`config.mk`:
```
export PLATFORM = sky130hd
export DESIGN_NAME = cas_fsk_tx
export DESIGN_NICKNAME = d
export VERILOG_FILES = /design/src/rtl/cas_pkg.sv /design/src/rtl/cas_halfper_timer.sv /design/src/rtl/cas_fsk_tx.sv
export SDC_FILE = /design/constraint.sdc
export NUM_CORES = 1
export LEC_CHECK = 0
export CORE_ASPECT_RATIO = 1.25
export CORE_MARGIN = 1
export CORE_UTILIZATION = 35
export DETAILED_ROUTE_END_ITERATION = 16
export PLACE_DENSITY_LB_ADDON = 0.3
export SYNTH_ARGS = -nofsm -noshare
export SYNTH_HDL_FRONTEND = slang
export SYNTH_SLANG_ARGS = --single-unit
```
`constraint.sdc`:
```
create_clock -name clk -period 4.3 [get_ports clk]
set_input_delay 0.43 -clock clk [delete_from_list [all_inputs] [get_ports clk]]
set_output_delay 0.43 -clock clk [all_outputs]
set_load 0.02 [all_outputs]
```
`src/rtl/cas_pkg.sv`:
```
// Shared types and constants for the cassette FSK transmitter.
package cas_pkg;

  typedef enum logic [1:0] {
    IDLE = 2'd0,
    HIGH = 2'd1,
    LOW  = 2'd2
  } cas_state_e;

  localparam int          TIMER_W     = 15;
  localparam int          HALF0_DEF   = 17898;
  localparam int          HALF1_DEF   = 8949;
  localparam logic [7:0]  LEADER_BYTE = 8'h55;

  // Half-period length in clocks for a given bit value.
  function automatic logic [TIMER_W-1:0] half_len(input logic bit_val,
                                                  input int   h0,
                                                  input int   h1);
    return bit_val ? TIMER_W'(h1) : TIMER_W'(h0);
  endfunction

endpackage

```
`src/rtl/cas_halfper_timer.sv`:
```
// Loadable 15-bit half-period down-counter; counts only while enabled and
// pulses o_expire on the enabled clock that finishes the loaded count.
module cas_halfper_timer
  import cas_pkg::*;
(
  input  logic               i_clk,
  input  logic               i_rst,
  input  logic               i_load,
  input  logic [TIMER_W-1:0] i_load_val,
  input  logic               i_en,
  output logic               o_expire
);

  logic [TIMER_W-1:0] r_count;

  always_ff @(posedge i_clk or posedge i_rst) begin
    if (i_rst) begin
      r_count <= '0;
    end else if (i_load) begin
      r_count <= i_load_val;
    end else if (i_en && (r_count != '0)) begin
      r_count <= r_count - 1'b1;
    end
  end

  assign o_expire = i_en && (r_count == TIMER_W'(1));

endmodule

```
`src/rtl/cas_fsk_tx.sv`:
```
// Double-buffered 1200/2400 Hz cassette FSK transmitter, LSB first.
// Define CAS_LEADER_EN to send repeating 0x55 leader bytes while no data is queued.
module cas_fsk_tx
  import cas_pkg::*;
#(
  parameter int HALF0 = HALF0_DEF,
  parameter int HALF1 = HALF1_DEF
) (
  input  logic       clk,
  input  logic       reset,
  input  logic [7:0] data_in,
  input  logic       data_valid,
  output logic       data_ready,
  input  logic       motor,
  output logic       casdout,
  output logic       busy
);

  cas_state_e         r_state;
  logic [7:0]         r_hold;
  logic               r_hold_full;
  logic [7:0]         r_shift;
  logic [2:0]         r_bit_idx;
  logic               r_casdout;

  logic               w_expire;
  logic               w_tload;
  logic [TIMER_W-1:0] w_tval;
  logic               w_load_byte;
  logic               w_src_avail;
  logic [7:0]         w_src_byte;

`ifdef CAS_LEADER_EN
  assign w_src_avail = 1'b1;
  assign w_src_byte  = r_hold_full ? r_hold : LEADER_BYTE;
`else
  assign w_src_avail = r_hold_full;
  assign w_src_byte  = r_hold;
`endif

  cas_halfper_timer u_timer (
    .i_clk      (clk),
    .i_rst      (reset),
    .i_load     (w_tload),
    .i_load_val (w_tval),
    .i_en       (motor && (r_state != IDLE)),
    .o_expire   (w_expire)
  );

  // Timer reload and byte-load decisions for the current state.
  always_comb begin
    w_tload     = 1'b0;
    w_tval      = '0;
    w_load_byte = 1'b0;
    case (r_state)
      IDLE: begin
        if (motor && w_src_avail) begin
          w_tload     = 1'b1;
          w_tval      = half_len(w_src_byte[0], HALF0, HALF1);
          w_load_byte = 1'b1;
        end
      end
      HIGH: begin
        if (w_expire) begin
          w_tload = 1'b1;
          w_tval  = half_len(r_shift[r_bit_idx], HALF0, HALF1);
        end
      end
      LOW: begin
        if (w_expire) begin
          if (r_bit_idx != 3'd7) begin
            w_tload = 1'b1;
            w_tval  = half_len(r_shift[r_bit_idx + 3'd1], HALF0, HALF1);
          end else if (w_src_avail) begin
            w_tload     = 1'b1;
            w_tval      = half_len(w_src_byte[0], HALF0, HALF1);
            w_load_byte = 1'b1;
          end
        end
      end
      default: ;
    endcase
  end

  // Payload of the holding register carries no reset; hold_full qualifies it.
  always_ff @(posedge clk) begin
    if (data_valid && !r_hold_full) begin
      r_hold <= data_in;
    end
  end

  always_ff @(posedge clk or posedge reset) begin
    if (reset) begin
      r_state     <= IDLE;
      r_hold_full <= 1'b0;
      r_shift     <= '0;
      r_bit_idx   <= '0;
      r_casdout   <= 1'b0;
    end else begin
      // Output lags the state by one clock so each half spans exactly HALFn clocks.
      r_casdout <= motor && (r_state == HIGH);

      if (data_valid && !r_hold_full) begin
        r_hold_full <= 1'b1;
      end else if (w_load_byte && r_hold_full) begin
        r_hold_full <= 1'b0;
      end

      case (r_state)
        IDLE: begin
          if (w_load_byte) begin
            r_shift   <= w_src_byte;
            r_bit_idx <= '0;
            r_state   <= HIGH;
          end
        end
        HIGH: begin
          if (w_expire) begin
            r_state <= LOW;
          end
        end
        LOW: begin
          if (w_expire) begin
            if (r_bit_idx != 3'd7) begin
              r_bit_idx <= r_bit_idx + 3'd1;
              r_state   <= HIGH;
            end else if (w_load_byte) begin
              r_shift   <= w_src_byte;
              r_bit_idx <= '0;
              r_state   <= HIGH;
            end else begin
              r_state <= IDLE;
            end
          end
        end
        default: r_state <= IDLE;
      endcase
    end
  end

  assign data_ready = ~r_hold_full;
  assign busy       = r_hold_full | (r_state != IDLE);
  assign casdout    = r_casdout;

endmodule

```
==> flow_summary.toml <==
[detailed_routing]
drc = 2
detailroute.via_count = 1528
dr.first_iter.drc_count = 68
antenna_violating_nets_post_route = 0
drt-total-wl_um = 4130
vias_per_cell = 5.64
route.detailed.wl_per_inst_um = 15.2
detail_route.first_pass.iterations = 10

[synthesis]
netlist_instances = 187
seq_area_frac_synth = 0.473
synth.area.top_cells = "sky130_fd_sc_hd__dfrtp_1, sky130_fd_sc_hd__edfxtp_1, sky130_fd_sc_hd__mux2_2"
syn_nets = 204
mappedNetlistArea_sq_um = 2090
yosysUniqueCellTypes = 57
ys_warn_count = 0
synth_flop_cell = "sky130_fd_sc_hd__dfrtp_1"
synth_top_area_frac = 0.359
yosys_register_bits = 38
syn_avg_cell_area_sq_um = 11.2
synth_edf_count = 8
synth_top_cell_by_area = "sky130_fd_sc_hd__dfrtp_1"
postSynth.asyncResetShare = 0.789

[cells_and_area]
drive_gt1_frac = 0.161
antenna_cells_inserted = 0
num-nets-final = 221
layout.cells.most_common_list = "sky130_fd_sc_hd__dfrtp_1, sky130_fd_sc_hd__clkdlybuf4s50_1, sky130_fd_sc_hd__nand2_1"
syn_to_final_growth_pct = 16.4
area_used_by_multi_input_combinational_logic_sq_um = 1050
num-fill-cells = 576
layout.cells.most_common = "sky130_fd_sc_hd__dfrtp_1"
sequential_cell_area_sq_um = 991

[pwr]
netSwitchingPower_mw = 0.459
power.leakage_nw = 0.942
pwr_density_nw_per_um2 = 565
worst_supply_voltage_drop_on_vdd_v = 0.000181
internal-power_mw = 0.917
pwr-share-clk = 0.265
relative_contribution_of_sequential_cells_to_total_power = 0.429
p_comb_frac = 0.306
swShare = 0.333

[setup_path]
cp_top_family = "compound AO/OA/AOI/OAI gates"
setup.worst_path.class = "flop to flop"
cp.buffers_inverters = 0
worst_path_max_delay_cell = "sky130_fd_sc_hd__dfrtp_1"
cp_data_arrival_time_ps = 3140
max_stage_delay_ps = 500
crit_path_cell_trace = "ha_1 -> ha_1 -> and2_1 -> a221oi_1 -> o21ai_0 -> a32oi_1 -> nand2_1 -> o22a_1"
endpoint_kind = "flop"
timing.critical_path.mode_cell = "sky130_fd_sc_hd__ha_1"
critPathLaunchType = "flop"
crit_required_ps = 4480
crit_path_max_fanout = 9

[floorplan]
io_pins = 15
dieArea_sq_um = 6300
fp.dieW_um = 71.2
core_region_area_sq_um = 5780
initial_core_utilization = 0.362
rows = 31
die_height_um = 88.5

[sta]
rsz0062_at_grt = "false"
setup_viol = 0
finalMaxSlewViolations = 0
worst_slew_pin_slew_ps = 1130
final_critical_path_setup_slack_ps = 1340
clock-skew-final_ps = 11.8
max-slew-margin-rel = 0.247
finalCritPeriodShare = 0.688
timing.fmax_mhz = 338
hold_violations = 0
totalNegativeSetupSlack_ps = 0
post-route-min-period_ps = 2960

[placement]
pre_cts_slack_ps = 1470
place_hpwl_um = 2910
place_congestion = 0.780
numPortBuffers = 14

[grt]
grt.overflow.total = 0
grt_start_max_net_pins = 31
vias_in_the_first_global_route = 1516
grt_antenna_before_repair = 0
track_usage = 0.151
global_route.usage.met2 = 0.233
global_route.usage.met1 = 0.200
grt-busiest-layer = "met2"
grtUsageMet3 = 0.0342
grt_first_pass_wirelength_um = 7310

[clock_tree]
cts-resized-gates = 0
cts_tree = "yes"
cts.repair_timing.setup_buffer_count = 0
clock_insertion_delay_worst_skew_ps = 290
clock_transition_at_path_regs_ps = 80
h_tree_depth = 2
cts-buffers-inserted = 5
numClockSinks = 38
clock_tree.buffer_depth = 2
clock_root_cell = "sky130_fd_sc_hd__clkbuf_8"
post_cts_hold_buffer_count = 0

[run_status]
violations_in_the_final_reports = "design-rule violations"
status = "complete, but fails checks"

[run]
drv_cap = 0

[hold_path]
min_delay_path_class = "flop to flop"
layer usage:
metal,share of wire,vias up,wire (um)
li1,-,739,-
met2,0.47,22,1930
met4,0.015,0,64
met5,0,-,0
met1,0.49,762,2030
met3,0.025,5,102
cell families after synthesis:
group	Yosys count	share of synthesized area
buffers and inverters	11	0.0227
adder cells (fa/ha/maj)	5	0.0299
XOR/XNOR	4	0.0167
flip-flops	38	0.473
AND/OR/NAND/NOR	65	0.194
AO/OA/AOI/OAI	48	0.175
multiplexers	16	0.0879
cell type report:
type,instances,area share
clock inverter,3,0.0282
sequential,38,0.407
multi-input combinational,138,0.433
inverter,6,0.00924
timing repair buffer,15,0.0606
tap,66,0.0339
clock buffer,5,0.0282
path summary, 6_finish.rpt:
path / start / to / slack [ps] / cells past startpoint
max in group asynchronous: reset / u_timer.r_count[0] / 3510 / 3
setup reg to reg: r_bit_idx[0] / u_timer.r_count[14] / 1340 / 8
hold / removal: r_hold[6] / r_shift[6] / 480 / 1
hold reg to reg: r_hold[6] / r_shift[6] / 480 / 1
setup / recovery: r_bit_idx[0] / u_timer.r_count[14] / 1340 / 8
min in group asynchronous: reset / u_timer.r_count[14] / 500 / 3
synth_stat cells (2+ instances only):
library cell,number
sky130_fd_sc_hd__nand3b_1,2
sky130_fd_sc_hd__nor3_1,5
sky130_fd_sc_hd__a22o_1,2
sky130_fd_sc_hd__nor3b_1,2
sky130_fd_sc_hd__o21ai_0,7
sky130_fd_sc_hd__mux2_2,9
sky130_fd_sc_hd__o21a_1,4
sky130_fd_sc_hd__nor2b_1,4
sky130_fd_sc_hd__clkbuf_1,2
sky130_fd_sc_hd__xnor2_1,2
sky130_fd_sc_hd__nand3_1,6
sky130_fd_sc_hd__dfrtp_1,30
sky130_fd_sc_hd__a21oi_1,6
sky130_fd_sc_hd__ha_1,5
sky130_fd_sc_hd__inv_1,6
sky130_fd_sc_hd__nand2_1,10
sky130_fd_sc_hd__mux2i_1,6
sky130_fd_sc_hd__nor4b_1,2
sky130_fd_sc_hd__nand2b_1,4
sky130_fd_sc_hd__buf_2,2
sky130_fd_sc_hd__a41oi_1,3
sky130_fd_sc_hd__or4_2,2
sky130_fd_sc_hd__xor2_1,2
sky130_fd_sc_hd__nor2_1,9
sky130_fd_sc_hd__edfxtp_1,8
sky130_fd_sc_hd__o22a_1,6
sky130_fd_sc_hd__and2_1,3
sky130_fd_sc_hd__a31oi_1,9
stage by stage:
step | utilization | area [sq um] | total power [mW] | cells | hold WS, ps
floorplan | - | 2090 | 0.901 | 187 | 455
global placement | 0.398 | 2300 | 1.01 | 263 | 459
detailed placement | 0.398 | 2300 | 1.02 | 263 | 471
CTS | 0.422 | 2440 | 1.39 | 271 | 490
finish | 0.422 | 2440 | 1.38 | 271 | 479
global route | 0.422 | 2440 | 1.47 | 271 | 495
state kept, by name (all words and copies together) (netlist names):
name             count
casdout              1
r_hold               8
r_state              2
r_hold_full          1
r_shift              8
r_bit_idx            3
u_timer.r_count     15
power groups by stage:
stage          clock network [mW]  registers (mW)  logic, mW
6_report                    0.365           0.590      0.421
5_1_grt                     0.391           0.609      0.468
4_1_cts                     0.376           0.590      0.421
3_5_place_dp                    0           0.598      0.418
3_3_place_gp                    0           0.594      0.411
2_1_floorplan                   0           0.568      0.333
No activity file was read; power rests on OpenSTA's default activity.
